### src/rtl/arbiter_pkg.sv
// Shared types for the handshake arbiter: the FSM state encoding.
package arbiter_pkg;

    typedef enum logic [1:0] {
        IDLE        = 2'd0,
        FILLED      = 2'd1,
        SEND_OUTPUT = 2'd2
    } state_t;

endpackage

### src/rtl/rr_picker.sv
// Combinational wrap-around priority search: first set request at or above ptr.
module rr_picker #(
    parameter int NUM_REQ = 4,
    parameter int IDX_W   = (NUM_REQ > 1) ? $clog2(NUM_REQ) : 1
) (
    input  logic [NUM_REQ-1:0] req,
    input  logic [IDX_W-1:0]   ptr,
    output logic [IDX_W-1:0]   win,
    output logic               any
);

    always_comb begin
        win = '0;
        any = 1'b0;
        for (int i = 0; i < NUM_REQ; i++) begin
            int idx;
            idx = int'(ptr) + i;
            if (idx >= NUM_REQ) idx = idx - NUM_REQ;
            if (!any && req[idx]) begin
                win = IDX_W'(idx);
                any = 1'b1;
            end
        end
    end

endmodule

### src/rtl/handshake_arbiter.sv
// Round-robin N:1 handshake arbiter: accept one word, hold it, emit a one-cycle strobe.
module handshake_arbiter
    import arbiter_pkg::*;
#(
    parameter int DATA_WIDTH = 16,
    parameter int NUM_REQ    = 4,
    parameter int IDX_W      = (NUM_REQ > 1) ? $clog2(NUM_REQ) : 1
) (
    input  logic                          clk,
    input  logic                          reset,
    input  logic [NUM_REQ*DATA_WIDTH-1:0] i_data,
    input  logic [NUM_REQ-1:0]            i_valid,
    output logic [NUM_REQ-1:0]            ready_for_input,
    input  logic                          ready_for_output,
    output logic [DATA_WIDTH-1:0]         o_data,
    output logic                          o_valid,
    output logic [IDX_W-1:0]              o_src
);

    state_t                  state, state_nxt;
    logic [IDX_W-1:0]        ptr;
    logic [IDX_W-1:0]        win;
    logic                    any;
    logic                    accept;
    logic [DATA_WIDTH-1:0]   cap_data;
    logic [IDX_W-1:0]        cap_src;

    function automatic logic [IDX_W-1:0] ptr_after(input logic [IDX_W-1:0] w);
        if (w == IDX_W'(NUM_REQ - 1)) return '0;
        return w + 1'b1;
    endfunction

    rr_picker #(
        .NUM_REQ (NUM_REQ),
        .IDX_W   (IDX_W)
    ) u_picker (
        .req (i_valid),
        .ptr (ptr),
        .win (win),
        .any (any)
    );

    // Outputs and the accept strobe are forced inactive while reset is high.
    always_comb begin
        state_nxt       = state;
        accept          = 1'b0;
        ready_for_input = '0;
        o_valid         = 1'b0;
        o_data          = '0;
        o_src           = '0;
        case (state)
            IDLE: begin
                if (any && !reset) begin
                    ready_for_input[win] = 1'b1;
                    accept               = 1'b1;
                    state_nxt            = FILLED;
                end
            end
            FILLED: begin
                if (ready_for_output) state_nxt = SEND_OUTPUT;
            end
            SEND_OUTPUT: begin
                if (!reset) begin
                    o_valid = 1'b1;
                    o_data  = cap_data;
                    o_src   = cap_src;
                end
                state_nxt = IDLE;
            end
            default: state_nxt = IDLE;
        endcase
    end

    always_ff @(posedge clk) begin
        if (reset) state <= IDLE;
        else       state <= state_nxt;
    end

    always_ff @(posedge clk) begin
        if (reset)       ptr <= '0;
        else if (accept) ptr <= ptr_after(win);
    end

    always_ff @(posedge clk) begin
        if (reset)       cap_data <= '0;
        else if (accept) cap_data <= i_data[int'(win)*DATA_WIDTH +: DATA_WIDTH];
    end

    always_ff @(posedge clk) begin
        if (reset)       cap_src <= '0;
        else if (accept) cap_src <= win;
    end

endmodule
### config.mk
export PLATFORM = sky130hd
export DESIGN_NAME = handshake_arbiter
export DESIGN_NICKNAME = d
export VERILOG_FILES = /design/src/rtl/arbiter_pkg.sv /design/src/rtl/rr_picker.sv /design/src/rtl/handshake_arbiter.sv
export SDC_FILE = /design/constraint.sdc
export NUM_CORES = 1
export LEC_CHECK = 0
export CORE_MARGIN = 10
export CORE_UTILIZATION = 38
export CTS_CLUSTER_SIZE = 40
export DETAILED_ROUTE_END_ITERATION = 12
export MAX_ROUTING_LAYER = met4
export PLACE_DENSITY = 0.81
export SLEW_MARGIN = 20
export SYNTH_ARGS = -nofsm -noshare
export SYNTH_HDL_FRONTEND = slang
export SYNTH_SLANG_ARGS = --single-unit
### constraint.sdc
create_clock -name clk -period 1.85 [get_ports clk]
set_input_delay 0.185 -clock clk [delete_from_list [all_inputs] [get_ports clk]]
set_output_delay 0.185 -clock clk [all_outputs]
set_load 0.01 [all_outputs]
# Yosys cells after proc, flatten, opt, wreduce, memory -nomap -nowiden
# Cells that the tools add are included.
# word_totals
register_bits	22
latchBits	0
mem_bits_rw	0
rom_bits	0
input_bits	71
out_inout_bits	23
elab_cells	83
n_memories	0
# classes
n_addsub	8
multipliers	0
div_mod_pow	0
n_lt_le_gt_ge	10
eq_ne	5
shifts	1
n_mux	44
bitwise	0
reduce_logical	11
# op_table
op	count
32-bit by 4-bit < comparator with 1-bit output, second input constant	4
32-bit two-way mux	4
32-bit by 4-bit greater-or-equal comparator with 1-bit output, second input constant	3
32-bit by 4-bit subtractor with 32-bit output, second input constant	3
64-bit by 7-bit variable part select with 16-bit output	1
16-bit two-way mux	2
1-bit two-way mux	20
2-bit two-way mux	10
1-bit binary-select mux with 2-bit select	4
4-bit two-way mux	2
2-bit by 2-bit adder with 3-bit output, second input constant	2
1-bit logical AND	5
2-bit equality test, second input constant	2
1-bit logical NOT	4
2-bit != test, second input constant	2
2-bit case mux with 2 select lines	1
2-bit by 3-bit subtractor with 4-bit output, second input constant	1
2-bit by 1-bit adder with 3-bit output, second input constant	1
2-bit by 3-bit greater-or-equal comparator with 1-bit output, second input constant	1
2-bit by 3-bit < comparator with 1-bit output, second input constant	1
2-bit by 1-bit adder with 2-bit output, second input constant	1
1-bit demux with 2-bit select	1
2-bit by 1-bit equality test with 1-bit output, second input constant	1
2-bit by 1-bit greater-or-equal comparator with 1-bit output, second input constant	1
other kinds (2)	2

# Depth between registers and ports, before layout
# Gate-level depths: netlist (run 1).
# logic_depth
ltp_word	21
depth_mapped	8
ltp_nobuf	7

# By module
# Synthesis (run 1) repeated with hierarchy kept, for this count alone.
# hier_totals
hier_cells	158
area_unflattened_um2	1526.5
# by_module_without_submodules
module	n_inst	cells_each	area_each_um2	seq_area_each_um2
handshake_arbiter	1	143	1448.9	440.4
rr_picker	1	15	77.6	0.0

# Worst setup path after synthesis (run 1)
# Ideal clock, no wire load.
# synth_path
kind	register -> output
start	register ptr[0]
end	output ready_for_input[3]
arrival_ns	1.430
required_ns	1.665
path_slack_ns	0.235
stages_incl_launch_ff	8
path_buffers	1
path_cell_list	dfxtp_1 > nand2b_1 > a21boi_4 > o221ai_4 > buf_6 > inv_2 > ha_1 > and2_1
# synth_between
elab_chain_len	21
word_cells_on_any_way	49
# synth_lines
element	line	source
from (decl)	handshake_arbiter.sv:21	logic [IDX_W-1:0] ptr;
from (signal assigned)	handshake_arbiter.sv:81	else if (accept) ptr <= ptr_after(win);
parallel branches: the longest is 19 deep, another holds 32-bit by 4-bit subtractor with 32-bit output	-	
4-bit two-way mux *	handshake_arbiter.sv:53	if (any && !reset) begin
4-bit two-way mux *	handshake_arbiter.sv:51	case (state)
to (decl)	handshake_arbiter.sv:13	output logic [NUM_REQ-1:0] ready_for_input,
# Every way passes the cells marked *. The select of a mux whose other input is x is not followed.

# Worst setup path after layout (run 1)
# Ends and elaborated chain as after synthesis.

==> results of run 1 <==
## critical path, cell delays in order, from the launching register on
cell and delay (ps):
sky130_fd_sc_hd__dfxtp_2 350, sky130_fd_sc_hd__nand2b_4 140, sky130_fd_sc_hd__a21boi_4 150, sky130_fd_sc_hd__o221ai_4 220, sky130_fd_sc_hd__inv_2 40, sky130_fd_sc_hd__ha_1 170, sky130_fd_sc_hd__and2_1 120, sky130_fd_sc_hd__buf_2 130
## worst max-delay path by stage
stage	endpoint	slack [ps]	cells past startpoint
final	ready_for_input[3]	80	7
after global routing	ready_for_input[2]	-20	7
after CTS	o_data[3]	-90	4
after detailed placement	ready_for_input[3]	-480	8
after global placement	ready_for_input[3]	-440	8
after floorplan	ready_for_input[3]	230	7
## per-stage QoR
step	instances	area, sq um	TNS (ps)	setup slack (ps)
floorplan	156	1590	0	235
CTS	319	2770	-1010	-87.8
detailed placement	312	2670	-9000	-482
global placement	312	2670	-7950	-436
global route	320	2850	-30.9	-16.0
finish	320	2850	0	79.4
## kinds of logic after synthesis
group / count (synthesis)
flops: 22
simple gates: 62
buf+inv: 13
mux: 32
fa+ha+maj: 1
compound gates: 26
## cell type report
| type | count | area (sq um) | area share (%) |
|---|---|---|---|
| Clock inverter | 1 | 30.0 | 1.06 |
| Clock buffer | 3 | 41.3 | 1.45 |
| Timing Repair Buffer | 120 | 1160 | 40.8 |
| Sequential cell | 22 | 448 | 15.7 |
| Tap cell | 50 | 62.6 | 2.20 |
| Inverter | 3 | 13.8 | 0.484 |
| Multi-Input combinational cell | 121 | 1090 | 38.3 |
## cell usage in the layout (no fill, tap or decap), types with 2 or more instances in the layout
cell type,synthesis,final
sky130_fd_sc_hd__clkdlybuf4s50_1,0,65
sky130_fd_sc_hd__mux2i_1,32,32
sky130_fd_sc_hd__buf_4,1,22
sky130_fd_sc_hd__and2_1,19,19
sky130_fd_sc_hd__dfxtp_1,22,18
sky130_fd_sc_hd__nand3b_1,15,15
sky130_fd_sc_hd__dlymetal6s2s_1,0,14
sky130_fd_sc_hd__dlygate4sd2_1,0,10
sky130_fd_sc_hd__o221ai_2,9,9
sky130_fd_sc_hd__nand2_1,7,7
sky130_fd_sc_hd__o221ai_1,7,7
sky130_fd_sc_hd__buf_6,6,6
sky130_fd_sc_hd__nor2_1,6,5
sky130_fd_sc_hd__a21oi_1,4,3
sky130_fd_sc_hd__clkbuf_8,0,3
sky130_fd_sc_hd__dfxtp_2,0,3
sky130_fd_sc_hd__a21oi_2,1,2
sky130_fd_sc_hd__nor2b_1,3,2
sky130_fd_sc_hd__nor4_4,1,2
sky130_fd_sc_hd__nand2_4,2,2
sky130_fd_sc_hd__buf_2,0,2
## metal layers
metal / global-route usage [%] / vias to the layer above
li1: - / 813
met1: 18.2 / 716
met2: 24.0 / 60
met3: 2.51 / 2
met4: 2.69 / 0
met5: - / -
## what timing repair did
action	CTS	global route
endpoints found under the setup margin	23	20
pin swaps	4	4
resized for setup	31	26
setup buffers	3	1
hold endpoints to repair	0	0
## registers in the layout (all words and copies together), names as in the netlist
signal    count
cap_data     16
state         2
cap_src       2
ptr           2
## power breakdown
part / internal (mW) / switching [mW]
registers: 0.541 / 0.0344
clock network: 0.289 / 0.155
logic: 0.356 / 0.246
total: 1.19 / 0.435
==> reports/qor.log, run 1 <==
INFO  route          total_length_of_routed_met2_wires=2.56mm
INFO  worst_setup_path number_of_cells_on_the_worst_reg_to_reg_path=6
INFO  clock_tree     cts-root-buf=sky130_fd_sc_hd__clkbuf_8
INFO  synthesis      main_combinational_cell_family_by_area_after_synthesis=simple AND/OR/NAND/NOR gates
INFO  clock_tree     cts_htree_levels=1
INFO  synthesis      ys_top_cells_by_count=32 x sky130_fd_sc_hd__mux2i_1, 22 x sky130_fd_sc_hd__dfxtp_1, 19 x sky130_fd_sc_hd__and2_1
INFO  synthesis      netlist-cell-type-count=34
INFO  synthesis      synth-xor-area-share=0%
INFO  route          drt_iter0_drc=47
INFO  synthesis      synth_area_leader_cell=sky130_fd_sc_hd__dfxtp_1
INFO  route          route.vias.total=1591
INFO  synthesis      synth_sequential_area_ratio=27.7%
INFO  synthesis      edff_count_synth=0
INFO  worst_setup_path worst_ep_arrival_time=1590ps
INFO  synthesis      synth_area=1590squm
INFO  power_and_ir_drop power.static_leakage=1.49nW
INFO  route          route.detailed.drc=0
INFO  min_path       worstHoldPathCells=1
INFO  floorplan      die_height=84.7um
INFO  placement      numPortBuffers=93
INFO  timing         worst_clock_skew=1.86ps
INFO  route          drt_first_pass_iters=4
INFO  synthesis      postSynthAreaPerCell=10.2squm
INFO  floorplan      total_die_area=7180squm
INFO  timing         report.final.hold_viol_count=0
INFO  power_and_ir_drop irDropWorstVdd=0.000415V
INFO  clock_tree     cts_num_sinks=22
INFO  power_and_ir_drop pwr_density_cell=570nW/um^2
INFO  min_path       startpoint_of_the_most_critical_hold_path=state[1]
INFO  synthesis      synthArstFlopShare=0%
INFO  clock_tree     cts.hold.buffers_added=0
INFO  floorplan      fp-row-count=23
INFO  grt            antenna_violations_before_repair=0
INFO  grt            grt_remaining_overflow=0
INFO  grt            grt_first_pass_wirelength=8.56mm
INFO  route          drt-vias-per-instance=4.97
INFO  worst_setup_path register_to_register_setup_slack=100ps
INFO  worst_setup_path critical_path.startpoint_type=register
INFO  finish         flow.area_growth_from_synthesis=78.6%
INFO  route          uppermost_metal_layer_occupied_by_signal_nets=met4
INFO  timing         report.final.slew_viol_count=0
INFO  placement      detailedPlacementHpwl=4.31mm
INFO  placement      gp_routability_congestion=0.804
INFO  route          met3RoutedLength=264um
INFO  clock_tree     cts.reportedPaths.clkPinSlew=80ps
INFO  clock_tree     worstSkewPairLatency=260ps
INFO  synthesis      yosys_warnings=0
INFO  run            max_cap_violations=0
INFO  grt            grt_start_max_net_pins=18
INFO  route          routed_wl=5.31mm
INFO  floorplan      coreArea=4030squm
INFO  timing         worst_hold_slack=464ps
INFO  worst_setup_path worst_r2r_endpoint=cap_data[9]
INFO  route          wl_met1=2.47mm
INFO  synthesis      synth_largest_type_area_fraction=27.7%
INFO  clock_tree     cts_made_buffers=3
INFO  min_path       min_path_type=register to register
INFO  timing         maxClockFrequency=565MHz
INFO  worst_setup_path startpoint=ptr[0]
INFO  synthesis      simple_gate_share_of_the_synthesized_area=26.7%
INFO  route          detail-route-antenna-nets=0
INFO  min_path       endpoint_of_the_worst_hold_timing_path=state[1]
INFO  run_status     status=complete, no violations
INFO  synthesis      postSynthRegisterBits=22
INFO  finish         nFillCells=323
INFO  finish         num-nets-final=343
INFO  timing         max_slew.worst_pin.slew=298ps
INFO  finish         utilization=70.6%
INFO  worst_setup_path r2r_start=ptr[0]
INFO  timing         layout_worst_path_cycle_share=95.7%
INFO  clock_tree     cts-root-to-sink-buffers=2
INFO  synthesis      synth.net_count=228
INFO  synthesis      cell_types_occupying_the_most_area_after_synthesis=sky130_fd_sc_hd__dfxtp_1 28%, sky130_fd_sc_hd__mux2i_1 20%, sky130_fd_sc_hd__o221ai_2 8.5%
INFO  grt            groute.usage.overall=14.5%
INFO  worst_setup_path type_of_the_worst_setup_path=register to primary output
INFO  grt            grt_pass1_vias=1678
INFO  power_and_ir_drop finalPower=1.62mW
INFO  synthesis      synthMuxAreaShare=20.1%
INFO  synthesis      synth_compound_gate_area_share=18.5%
INFO  synthesis      yosysMostFrequentCell=sky130_fd_sc_hd__mux2i_1
INFO  floorplan      dieWidth=84.7um
INFO  timing         maxSlewHeadroom=80.0%
INFO  timing         setup-violations-final=0
INFO  synthesis      synthAdderAreaFrac=0.786%
INFO  worst_setup_path cp-end-kind=primary output
INFO  worst_setup_path timing.critical_path.fanout_max=3
INFO  worst_setup_path cp.required=1660ps
INFO  finish         num_antenna_cells=0
INFO  synthesis      synthCells=156
INFO  floorplan      boundaryPins=94
INFO  timing         finalWorstPathRequiredPeriod=1770ps
INFO  route          wl_per_cell=16.6um
INFO  timing         setup_repair_after_global_routing_missed_its_margin=yes
INFO  clock_tree     tritoncts_clock_tree=done
INFO  synthesis      post_synth_top_flop=sky130_fd_sc_hd__dfxtp_1
INFO  finish         drive_above_1_share=24.1%
INFO  floorplan      initial_utilization=39.5%
No activity file was read; power rests on OpenSTA's default activity.
==> run 2, diff against run 1 <==
--- a/config.mk
+++ b/config.mk
@@ -6,11 +6,12 @@
 export NUM_CORES = 1
 export LEC_CHECK = 0
 export CORE_MARGIN = 10
-export CORE_UTILIZATION = 38
+export CORE_UTILIZATION = 34
 export CTS_CLUSTER_SIZE = 40
 export DETAILED_ROUTE_END_ITERATION = 12
+export GPL_TIMING_DRIVEN = 0
 export MAX_ROUTING_LAYER = met4
-export PLACE_DENSITY = 0.81
+export PLACE_DENSITY = 0.77
 export SLEW_MARGIN = 20
 export SYNTH_ARGS = -nofsm -noshare
 export SYNTH_HDL_FRONTEND = slang
==> constraint.sdc (replaced) <==
create_clock -name clk -period 1.5 [get_ports clk]
set_input_delay 0.15 -clock clk [delete_from_list [all_inputs] [get_ports clk]]
set_output_delay 0.15 -clock clk [all_outputs]
set_load 0.01 [all_outputs]
==> run 2 against run 1 <==
Against the previous run:
- the run now ends with setup timing left
- register-to-register slack got worse by 370 ps
- via count increased by 14%
- clock power increased by 28%
- combinational power increased by 81%
- sequential share of layout area decreased by 2.4 points
- total power increased by 47%
- critical path depth unchanged
- largest power group unchanged
- clock skew about the same
- sequential power increased by 26%
- first-iteration DRC count decreased by 13%
- worst hold slack got worse by 34 ps
- global-route usage increased by 2.6 points
==> reports/qor.log, run 2 (synthesis gave the netlist of run 1 again) <==
INFO  placement      detailedPlace.worstSlack=-1130ps [-650 ps]
INFO  floorplan      dieWidth=88.4um [+4.4%]
INFO  worst_setup_path timing.critical_path.cells=nand2b_4 -> a21oi_1 -> or3_4 -> inv_4 -> ha_4 -> and2_4 -> buf_6
INFO  power_and_ir_drop power.static_leakage=1.43nW [-4.0%]
INFO  timing         setup_repair_after_global_routing_missed_its_margin=yes
INFO  floorplan      die_height=88.4um [+4.4%]
INFO  placement      detailedPlacementHpwl=4.43mm [+2.8%]
INFO  min_path       min_path_type=primary input to register
INFO  worst_setup_path crit_family=simple AND/OR/NAND/NOR gates
INFO  floorplan      coreArea=4440squm [+10%]
INFO  clock_tree     cts.reportedPaths.clkPinSlew=90ps [about the same]
INFO  grt            groute.usage.overall=17.1% [+2.6 points]
INFO  route          drt-vias-per-instance=5.25 [+5.6%]
INFO  placement      gp_routability_congestion=0.790 [-1.7%]
INFO  floorplan      initial_utilization=35.8% [-3.7 points]
INFO  finish         utilization=76.9% [+6.3 points]
INFO  clock_tree     cts_htree_levels=1 [unchanged]
INFO  placement      numPortBuffers=93 [unchanged]
INFO  worst_setup_path cp.required=1350ps [-310 ps]
INFO  finish         nFillCells=293 [-9.3%]
INFO  finish         largest_reg_flops=16 [unchanged]
INFO  floorplan      boundaryPins=94 [unchanged]
INFO  finish         largest-register=cap_data
INFO  run_status     violations=setup timing
INFO  clock_tree     cts-root-to-sink-buffers=2 [unchanged]
INFO  finish         final_common_cell=sky130_fd_sc_hd__clkdlybuf4s50_1
INFO  grt            antenna_violations_before_repair=0 [unchanged]
INFO  worst_setup_path critical_path.startpoint_type=register
INFO  clock_tree     cts_num_sinks=22 [unchanged]
INFO  timing         finalWorstPathRequiredPeriod=1850ps
INFO  floorplan      total_die_area=7820squm [+8.9%]
INFO  grt            grt_remaining_overflow=0 [unchanged]
INFO  timing         setup-violations-final=41 [+41]
INFO  route          drt_iter0_drc=41 [-13%]
INFO  clock_tree     cts.hold.buffers_added=0 [unchanged]
INFO  timing         postLayoutSetupSlackWorst=-347ps [-427 ps]
INFO  route          detail-route-antenna-nets=0 [unchanged]
INFO  finish         flow.area_growth_from_synthesis=115%
INFO  finish         finish.instance_area=3420squm [+20%]
INFO  clock_tree     tritoncts_clock_tree=done
INFO  power_and_ir_drop irDropWorstVdd=0.000446V [+7.5%]
INFO  placement      dpl_cell_area=2610squm [-2.3%]
INFO  worst_setup_path largest_stage_delay_worst_path=430ps [+80 ps]
INFO  run_status     status=finished, violations left
INFO  worst_setup_path timing.critical_path.fanout_max=5 [+2]
INFO  timing         maxSlewHeadroom=65.8% [-14 points]
INFO  finish         num_antenna_cells=0 [unchanged]
INFO  worst_setup_path cp-end-kind=primary output
INFO  timing         worst_hold_slack=430ps [-33.5 ps]
INFO  route          routed_wl=7.10mm [+34%]
INFO  clock_tree     cts-root-buf=sky130_fd_sc_hd__clkbuf_8
INFO  route          wl_per_cell=20.6um [+24%]
INFO  grt            grt_start_max_net_pins=14 [-4]
INFO  timing         layout_worst_path_cycle_share=123%
INFO  run            max_cap_violations=0 [unchanged]
INFO  timing         report.final.hold_viol_count=0 [unchanged]
INFO  finish         final_cell_mix=65 x sky130_fd_sc_hd__clkdlybuf4s50_1, 39 x sky130_fd_sc_hd__buf_6, 22 x sky130_fd_sc_hd__mux2i_1
INFO  grt            grt_first_pass_wirelength=10.3mm [+20%]
INFO  finish         area.sequential=455squm [+1.7%]
INFO  timing         worst_clock_skew=1.86ps [-0.000830 ps]
INFO  clock_tree     cts_made_buffers=3 [unchanged]
INFO  worst_setup_path worst_path_max_delay_cell=sky130_fd_sc_hd__or3_4
INFO  finish         drive_above_1_share=49.8% [+26 points]
INFO  route          drt_first_pass_iters=4 [unchanged]
INFO  grt            grt_pass1_vias=1978 [+18%]
INFO  timing         report.final.slew_viol_count=0 [unchanged]
INFO  clock_tree     worstSkewPairLatency=260ps [about the same]
INFO  route          route.detailed.drc=0 [unchanged]
INFO  power_and_ir_drop finalPower=2.38mW [+47%]
INFO  finish         num-nets-final=366 [+6.7%]
INFO  floorplan      fp-row-count=24 [+4.3%]
INFO  timing         max_slew.worst_pin.slew=514ps [+215 ps]
INFO  finish         multiInputGateArea=1290squm [+18%]
INFO  worst_setup_path path_buf_inv=2 [unchanged]
INFO  timing         maxClockFrequency=541MHz
INFO  power_and_ir_drop pwr_density_cell=696nW/um^2 [+22%]
INFO  route          route.vias.total=1812 [+14%]
INFO  worst_setup_path type_of_the_worst_setup_path=register to primary output
INFO  worst_setup_path worst_ep_arrival_time=1700ps [+110 ps]
run 2: path summary, 6_finish.rpt:
check,from,endpoint,slack [ps],depth (start not counted)
setup / recovery,ptr[0],ready_for_input[3],-350,7
hold / removal,ready_for_output,state[1],430,3
setup reg to reg,ptr[0],cap_data[6],-270,8
hold reg to reg,cap_src[1],cap_src[1],480,2
run 2: area by class of cell:
type	instances	area share (%)
inverters	3	0.402
well taps	52	1.90
clock buffers	3	1.21
flip-flops and latches	22	13.3
repair buffers	133	40.6
clock inverters	1	0.878
multi-input cells	121	37.6
plain buffers	10	4.06
run 2: metrics by stage:
step           TNS (ps)  cells
5_1_grt           -8750    345
2_1_floorplan     -75.4    156
3_5_place_dp     -31700    301
4_1_cts           -5030    338
3_3_place_gp     -30190    301
6_report          -6720    345
run 2: layer usage:
layer | up-vias | GRT usage, % | part of all wire, % | routed length, um
met5 | - | - | 0 | 0
met4 | 0 | 2.20 | 0.87 | 62
met3 | 8 | 4.23 | 7.7 | 548
met2 | 72 | 30.2 | 52 | 3670
met1 | 866 | 19.7 | 40 | 2820
li1 | 866 | - | - | -
run 2: worst register-to-register path, cell delays in order, from the launching register on:
cell and delay, ps:
sky130_fd_sc_hd__dfxtp_4 370, sky130_fd_sc_hd__nand2b_4 140, sky130_fd_sc_hd__a21boi_4 150, sky130_fd_sc_hd__o221ai_4 200, sky130_fd_sc_hd__buf_6 190, sky130_fd_sc_hd__buf_6 130, sky130_fd_sc_hd__buf_16 120, sky130_fd_sc_hd__mux2i_2 220
sky130_fd_sc_hd__o221ai_1 130
run 2: what timing repair did:
action                     CTS  global route
pin swaps                   23            13
buffers inserted            28            14
hold endpoints to repair     0             0
setup endpoints to repair   42            42
cloned                       5             0
gates resized for setup    174            57
run 2: power breakdown:
| group | leakage (nW) | internal [mW] | switching, mW | total, mW |
|---|---|---|---|---|
| combinational | 1.21 | 0.651 | 0.436 | 1.09 |
| sequential | 0.185 | 0.667 | 0.0593 | 0.726 |
| clock | 0.0357 | 0.356 | 0.210 | 0.567 |
